File: src/rtl/mmio_arbiter.sv
// Two-requester round-robin arbiter onto the shared MMIO peripheral bus.
// Registered grant, hold back-pressure, hold-timeout watchdog, per-requester read capture.
module mmio_arbiter #(
    parameter int unsigned TIMEOUT  = 255,
    parameter logic [31:0] ERR_DATA = 32'hDEADBEEF
) (
    input  logic        CLK,
    input  logic        RST,
    input  logic        R0_EN,
    input  logic        R0_WE,
    input  logic [29:0] R0_WADDR,
    input  logic [3:0]  R0_BE,
    input  logic [31:0] R0_DIN,
    output logic [31:0] R0_DOUT,
    output logic        R0_HOLD,
    input  logic        R1_EN,
    input  logic        R1_WE,
    input  logic [29:0] R1_WADDR,
    input  logic [3:0]  R1_BE,
    input  logic [31:0] R1_DIN,
    output logic [31:0] R1_DOUT,
    output logic        R1_HOLD,
    output logic        M_EN,
    output logic        M_WE,
    output logic [29:0] M_WADDR,
    output logic [3:0]  M_BE,
    output logic [31:0] M_DIN,
    input  logic [31:0] M_DOUT,
    input  logic        M_HOLD,
    output logic        ERR
);

    localparam int unsigned TO_BITS = $clog2(TIMEOUT + 1);
    localparam int unsigned HCNT_W  = (TO_BITS > 8) ? TO_BITS : 8;

    typedef enum logic [1:0] {
        IDLE  = 2'd0,
        BUSY0 = 2'd1,
        BUSY1 = 2'd2
    } state_e;

    state_e              state_q, state_d;
    logic                last_gnt_q, last_gnt_d;
    logic [HCNT_W-1:0]   hcnt_q, hcnt_d;
    logic                err_q, err_d;
    logic                rdv_q, rdv_d;
    logic                own_q, own_d;
    logic                abt_q, abt_d;
    logic [31:0]         dq0_q, dq0_d;
    logic [31:0]         dq1_q, dq1_d;

    logic                sel;
    logic                done;
    logic                tmo;
    logic                cur_we;
    logic                oth_en;
    logic [31:0]         ret_data;

    // Next-state, bus command drive, completion and watchdog
    always_comb begin
        state_d    = state_q;
        last_gnt_d = last_gnt_q;
        hcnt_d     = hcnt_q;
        err_d      = err_q;
        rdv_d      = 1'b0;
        own_d      = own_q;
        abt_d      = abt_q;
        sel        = 1'b0;
        done       = 1'b0;
        tmo        = 1'b0;
        cur_we     = 1'b0;
        oth_en     = 1'b0;
        M_EN       = 1'b0;
        M_WE       = 1'b0;
        M_WADDR    = '0;
        M_BE       = '0;
        M_DIN      = '0;

        case (state_q)
            IDLE: begin
                hcnt_d = '0;
                if (R0_EN && R1_EN) begin
                    state_d = last_gnt_q ? BUSY0 : BUSY1;
                end else if (R0_EN) begin
                    state_d = BUSY0;
                end else if (R1_EN) begin
                    state_d = BUSY1;
                end
            end
            BUSY0, BUSY1: begin
                sel     = (state_q == BUSY1);
                cur_we  = sel ? R1_WE : R0_WE;
                oth_en  = sel ? R0_EN : R1_EN;
                M_EN    = 1'b1;
                M_WE    = cur_we;
                M_WADDR = sel ? R1_WADDR : R0_WADDR;
                M_BE    = sel ? R1_BE    : R0_BE;
                M_DIN   = sel ? R1_DIN   : R0_DIN;
                tmo     = (TIMEOUT != 0) && M_HOLD && (hcnt_q == HCNT_W'(TIMEOUT));
                done    = !M_HOLD || tmo;
                if (done) begin
                    last_gnt_d = sel;
                    hcnt_d     = '0;
                    err_d      = err_q | tmo;
                    if (!cur_we) begin
                        rdv_d = 1'b1;
                        own_d = sel;
                        abt_d = tmo;
                    end
                    // The completing requester's EN is spent; only the other side can follow
                    if (oth_en) begin
                        state_d = sel ? BUSY0 : BUSY1;
                    end else begin
                        state_d = IDLE;
                    end
                end else if (hcnt_q != '1) begin
                    hcnt_d = hcnt_q + HCNT_W'(1);
                end
            end
            default: begin
                state_d = IDLE;
            end
        endcase
    end

    assign R0_HOLD = R0_EN & ~(done & ~sel);
    assign R1_HOLD = R1_EN & ~(done &  sel);

    // Read return: live data to the owner for one cycle, captured value otherwise
    assign ret_data = abt_q ? ERR_DATA : M_DOUT;
    assign dq0_d    = (rdv_q && !own_q) ? ret_data : dq0_q;
    assign dq1_d    = (rdv_q &&  own_q) ? ret_data : dq1_q;
    assign R0_DOUT  = dq0_d;
    assign R1_DOUT  = dq1_d;
    assign ERR      = err_q;

    always_ff @(posedge CLK) begin
        if (RST) begin
            state_q    <= IDLE;
            last_gnt_q <= 1'b1;
            hcnt_q     <= '0;
            err_q      <= 1'b0;
            rdv_q      <= 1'b0;
            own_q      <= 1'b0;
            abt_q      <= 1'b0;
            dq0_q      <= '0;
            dq1_q      <= '0;
        end else begin
            state_q    <= state_d;
            last_gnt_q <= last_gnt_d;
            hcnt_q     <= hcnt_d;
            err_q      <= err_d;
            rdv_q      <= rdv_d;
            own_q      <= own_d;
            abt_q      <= abt_d;
            dq0_q      <= dq0_d;
            dq1_q      <= dq1_d;
        end
    end

endmodule

File: config.mk
export PLATFORM = sky130hd
export DESIGN_NAME = mmio_arbiter
export DESIGN_NICKNAME = d
export VERILOG_FILES = /design/src/rtl/mmio_arbiter.sv
export SDC_FILE = /design/constraint.sdc
export NUM_CORES = 1
export LEC_CHECK = 0
export BUFFER_PORTS_ARGS = -buffer_cell sky130_fd_sc_hd__buf_2
export CORE_MARGIN = 10
export CORE_UTILIZATION = 40
export DETAILED_ROUTE_END_ITERATION = 12
export GPL_ROUTABILITY_DRIVEN = 0
export HOLD_SLACK_MARGIN = 0.06
export PLACE_DENSITY_LB_ADDON = 0.2
export SYNTH_ARGS = -nofsm -noshare
export SYNTH_HDL_FRONTEND = slang
export SYNTH_SLANG_ARGS = --single-unit
export TNS_END_PERCENT = 1
File: constraint.sdc
create_clock -name CLK -period 2.79 [get_ports CLK]
set_input_delay 0 -clock CLK [delete_from_list [all_inputs] [get_ports CLK]]
set_output_delay 0 -clock CLK [all_outputs]
set_load 0.01 [all_outputs]
Yosys cells after proc, flatten, opt, wreduce, memory -nomap -nowiden. Index checks and enable logic that the tools add are counted.

Add/subtract/negate cells: 1. Reductions and logical operators: 15. Equality and inequality tests: 7. Bitwise operators: 11. Multiplexer cells: 27.

Operators by type and width (number): two-way mux 32 bit (5); two-way mux 30 bit (2); two-way mux 8 bit (2); one-hot mux 8 bit (2 select lines) (1); two-way mux 2 bit (7); adder 8 x 1 -> 8 bit, second input constant (1); equality test 8 bit, second input constant (1); two-way mux 4 bit (2); inequality test 8 bit, second input constant (1); two-way mux 1 bit (7); inverter 1 bit (6); AND reduction 2 bit (3); AND 1 bit (4); logical AND 1 bit (4); inequality test 4 bit, second input constant (1); one-hot mux 2 bit (2 select lines) (1); inequality test 3 bit, second input constant (1); AND reduction 3 bit (1); OR reduction 3 bit (1); equality test 2 x 1 -> 1 bit, second input constant (1); equality test 2 bit, second input constant (1); zero test 1 bit (2); zero test 2 bit (1); inequality test 2 bit, second input constant (1); 4 further kinds (4).

Bits in registers: 79.

Depth between registers and ports, before layout.
Depth in word-level cells: 7. Mapped depth: 7. Depth with buffers taken out: 6.

Worst setup path after synthesis. No wires, ideal clock.

Kind: reg-to-reg. From: register state_q[0]. To: register last_gnt_q. Buffers on the path: 0. Arrival time: 1.692 ns. Path slack: 0.978 ns. Data required time: 2.670 ns. Period minus slack after synthesis: 1.812 ns. Library setup time: 0.120 ns. Cell stages (with the launch flop): 7. Cells stage by stage: dfxtp_1 -> inv_1 -> ha_1 -> and4_1 -> a2bb2oi_1 -> nor2_1 -> a211o_1.

Cells in the longest elaborated chain, start to end: 3. Elaborated cells between the ends (all ways): 4.

Ends and longest elaborated chain: start: declaration (line 42) `state_e state_q, state_d;`; start signal: assignment (line 149) `state_q <= state_d;`; equality test 2 bit or equality test 2 x 1 -> 1 bit (tied branches) (line 79, 91); OR reduction 2 bit; AND reduction 2 bit (no source line); end signal: assignment (line 150) `last_gnt_q <= last_gnt_d;`; end: declaration (line 43) `logic last_gnt_q, last_gnt_d;`.

Several ways; a longest one is shown, not always the timed one. A chain may end at the register's enable or synchronous reset.

Final worst setup path.
From: register state_q[1]. To: register own_q.

Cells in the longest elaborated chain, start to end: 4. Elaborated cells between the ends (all ways): 6.

Ends and longest elaborated chain: equality test 2 bit (line 79, 91); two-way mux 1 bit (line 92) `cur_we = sel ? R1_WE : R0_WE;`; inverter 1 bit (no source line); AND reduction 3 bit (no source line); end signal: assignment (line 154) `own_q <= own_d;`; end: declaration (line 47) `logic own_q, own_d;`.

Several ways; a longest one is shown, not always the timed one.

==> results.toml <==
[routing]
vias = 4673
dr.first_iter.drc_count = 330
ant_nets = 0
drt-wirelength-per-cell_um = 16.1
drc = 0
routed_wl_um = 15800
viasPerCell = 4.75
drtPass1Iterations = 6

[final_layout]
final_cell_count_no_fill = 984
final_nets = 1017
drive_above_1_share = 0.392
area.growth.synth_to_final_pct = 44.9

[clock_network]
cts_hold_buffers = 10
tritoncts = "yes"
cts-root-buf = "clkbuf_8"
clk_pin_slew_worst_paths_ps = 80
clockBufferDepth = 2
cts_buffers = 9
clock_sinks = 79
clock_latency_ps = 350
htreeDepth = 3
postCtsSetupRepairBufs = 0
cts_resized = 0

[global_routing]
grt_overflow = 0
antenna_found_initial = 3
grt_pass1_vias = 4847
grt_max_degree = 68
grt_pass1_wl_um = 24000
grtUsageTotal = 0.197

[logic_synthesis]
yosysUniqueCellTypes = 32
yosysSeqAreaShare = 0.374
syn_avg_cell_area_um2 = 7.72
synthArstFlopShare = 0
synth_warnings = 0
synth_edf_count = 0
ys.flop_type = "dfxtp_1"
synth_cells = 548
netlist_area_um2 = 4230
ys_ff_latch = 79
syn_nets = 725

[sta]
slew_headroom = 0.300
skew_ps = 8.86
worst_pin_slew_ps = 1050
finalMaxSlewViolations = 0
finalCritPeriodShare = 0.910
setup-tns-final_ps = 0
fin_crit_ps = 2540
max_freq_mhz = 394
hold_viol_final = 0
rsz0062_at_grt = "no"
setup_violations = 0

[worst_hold_path]
hold_path.startpoint = "M_DOUT[20]"
hp-class = "input pin to flop"
whs_path_depth = 4
min_to = "dq1_q[20]"

[die]
core_area_um2 = 10300
die_y_um = 123
initial_core_util = 0.410
num_io_pins = 306
die_area_um2 = 15100
die_w_um = 123
row_count = 37

[setup_path]
r2r-start = "state_q[1]"
r2r_setup_slack_ps = 250
crit_arrival_ps = 2770
cp-end-kind = "flop"
worstSetupStartpointType = "flop"
rr_worst_depth = 7
crit_path_max_fanout = 8
r2r-end = "own_q"
crit_type = "flop to flop"
required_ps = 3020

[power]
seq_power_share = 0.378
internal_power_mw = 2.06
swShare = 0.336
power_frac_comb = 0.348
vdd_drop_max_mv = 0.238
leakage_nw = 3.07
powerDensity_nw_per_um2 = 505
switching_power_mw = 1.04
clkPwrFrac = 0.274

[place]
place.detailed.hpwl_um = 12700
dp.cells = 955
port_buffers = 305

[job]
maxCapViolCount = 0

[run_status]
outcome = "finished, final reports clean"
## registers in the layout (all words and copies together), names as in the netlist
name        cells
dq0_q          32
dq1_q          32
hcnt_q          8
state_q         2
ERR             1
abt_q           1
last_gnt_q      1
own_q           1
rdv_q           1
## power groups by stage
stage	Combinational, mW	Clock, mW	Sequential (mW)
finish	1.08	0.849	1.17
global route	1.19	0.933	1.17
CTS	1.09	0.880	1.17
detailed placement	1.07	0	1.20
global placement	1.05	0	1.19
floorplan	0.631	0	1.19
## worst max-delay path, stage by stage, from the launching register on
cell and delay (ps):
dfxtp_1 460, inv_1 70, ha_1 380, and4_1 230, a2bb2oi_1 440, or3_1 190, a31oi_1 80, dlygate4sd3_1 570
## area by class of cell
class                      count  area [um^2]
timing repair buffer         320         1660
tap                          136          170
fill                         982         4190
clock inverter                 5         57.6
antenna                        3         7.51
sequential                    79         1580
multi-input combinational    422         2480
clock buffer                  11          141
inverter                       8         30.0
## cell usage after synthesis, types with 2 or more instances
| cell | number | share of area |
|---|---|---|
| a22oi_1 | 2 | 0.0035 |
| o21a_1 | 2 | 0.0035 |
| buf_1 | 2 | 0.0018 |
| inv_1 | 8 | 0.0071 |
| nand2b_1 | 11 | 0.016 |
| buf_2 | 9 | 0.011 |
| nand2_1 | 70 | 0.062 |
| clkbuf_1 | 28 | 0.025 |
| and4_1 | 2 | 0.0041 |
| nand3_1 | 2 | 0.0024 |
| dfxtp_1 | 79 | 0.37 |
| nor2_1 | 103 | 0.091 |
| xor2_1 | 6 | 0.012 |
| mux2i_1 | 68 | 0.16 |
| nor2b_1 | 65 | 0.096 |
| a21oi_1 | 3 | 0.0035 |
| o21ai_0 | 68 | 0.080 |
| ha_1 | 6 | 0.018 |
## worst max path at each step
stage / to / cells after the start / startpoint
finish: own_q / 7 / state_q[1]
global route: own_q / 7 / state_q[1]
CTS: own_q / 7 / state_q[1]
detailed placement: last_gnt_q / 6 / state_q[1]
global placement: last_gnt_q / 6 / state_q[1]
floorplan: last_gnt_q / 6 / state_q[0]
## logic make-up (layout without fill, tap and decap cells)
| group | count (synthesis) | in the layout | synth area share |
|---|---|---|---|
| compound gates | 81 | 81 | 0.103 |
| xor+xnor | 7 | 7 | 0.0145 |
| fa+ha+maj | 6 | 6 | 0.0178 |
| buf+inv | 47 | 344 | 0.0444 |
| simple gates | 260 | 260 | 0.285 |
| flops | 79 | 79 | 0.374 |
| other cells | 0 | 3 | 0 |
| mux | 68 | 68 | 0.161 |
## cells in the final DEF, fill, tap and decap left out, types with 2 or more instances in the layout
| cell type | instances |
|---|---|
| clkinv_4 | 2 |
| o21ai_0 | 68 |
| buf_4 | 5 |
| nand2_1 | 69 |
| nand2b_1 | 10 |
| clkbuf_8 | 10 |
| dlygate4sd3_1 | 10 |
| a21oi_1 | 3 |
| dfxtp_1 | 79 |
| ha_1 | 5 |
| buf_2 | 305 |
| a22oi_1 | 2 |
| nand3_1 | 2 |
| and4_1 | 2 |
| xor2_1 | 6 |
| nor2b_1 | 65 |
| nor2_1 | 103 |
| clkinv_2 | 2 |
| inv_1 | 7 |
| o21a_1 | 2 |
| mux2i_1 | 68 |
| diode_2 | 3 |
## metal layers
metal | GRT usage | wire [um] | vias to the layer above
met1 | 0.208 | 5730 | 2067
met5 | 0 | 0 | -
li1 | - | - | 2383
met2 | 0.338 | 8070 | 199
met4 | 0.0832 | 389 | 0
met3 | 0.0826 | 1640 | 24
## through the flow
step | utilization | area, um^2 | power [mW] | setup slack, ps | hold slack, ps
2_1_floorplan | - | 4230 | 1.82 | 978 | 112
3_3_place_gp | 0.564 | 5820 | 2.25 | 837 | 306
3_5_place_dp | 0.564 | 5820 | 2.26 | 730 | 312
4_1_cts | 0.593 | 6120 | 3.14 | 259 | 62.6
5_1_grt | 0.594 | 6130 | 3.29 | 46.7 | 101
6_report | 0.594 | 6130 | 3.10 | 252 | 79.5
Note: power is estimated with default switching activity, not from simulation.
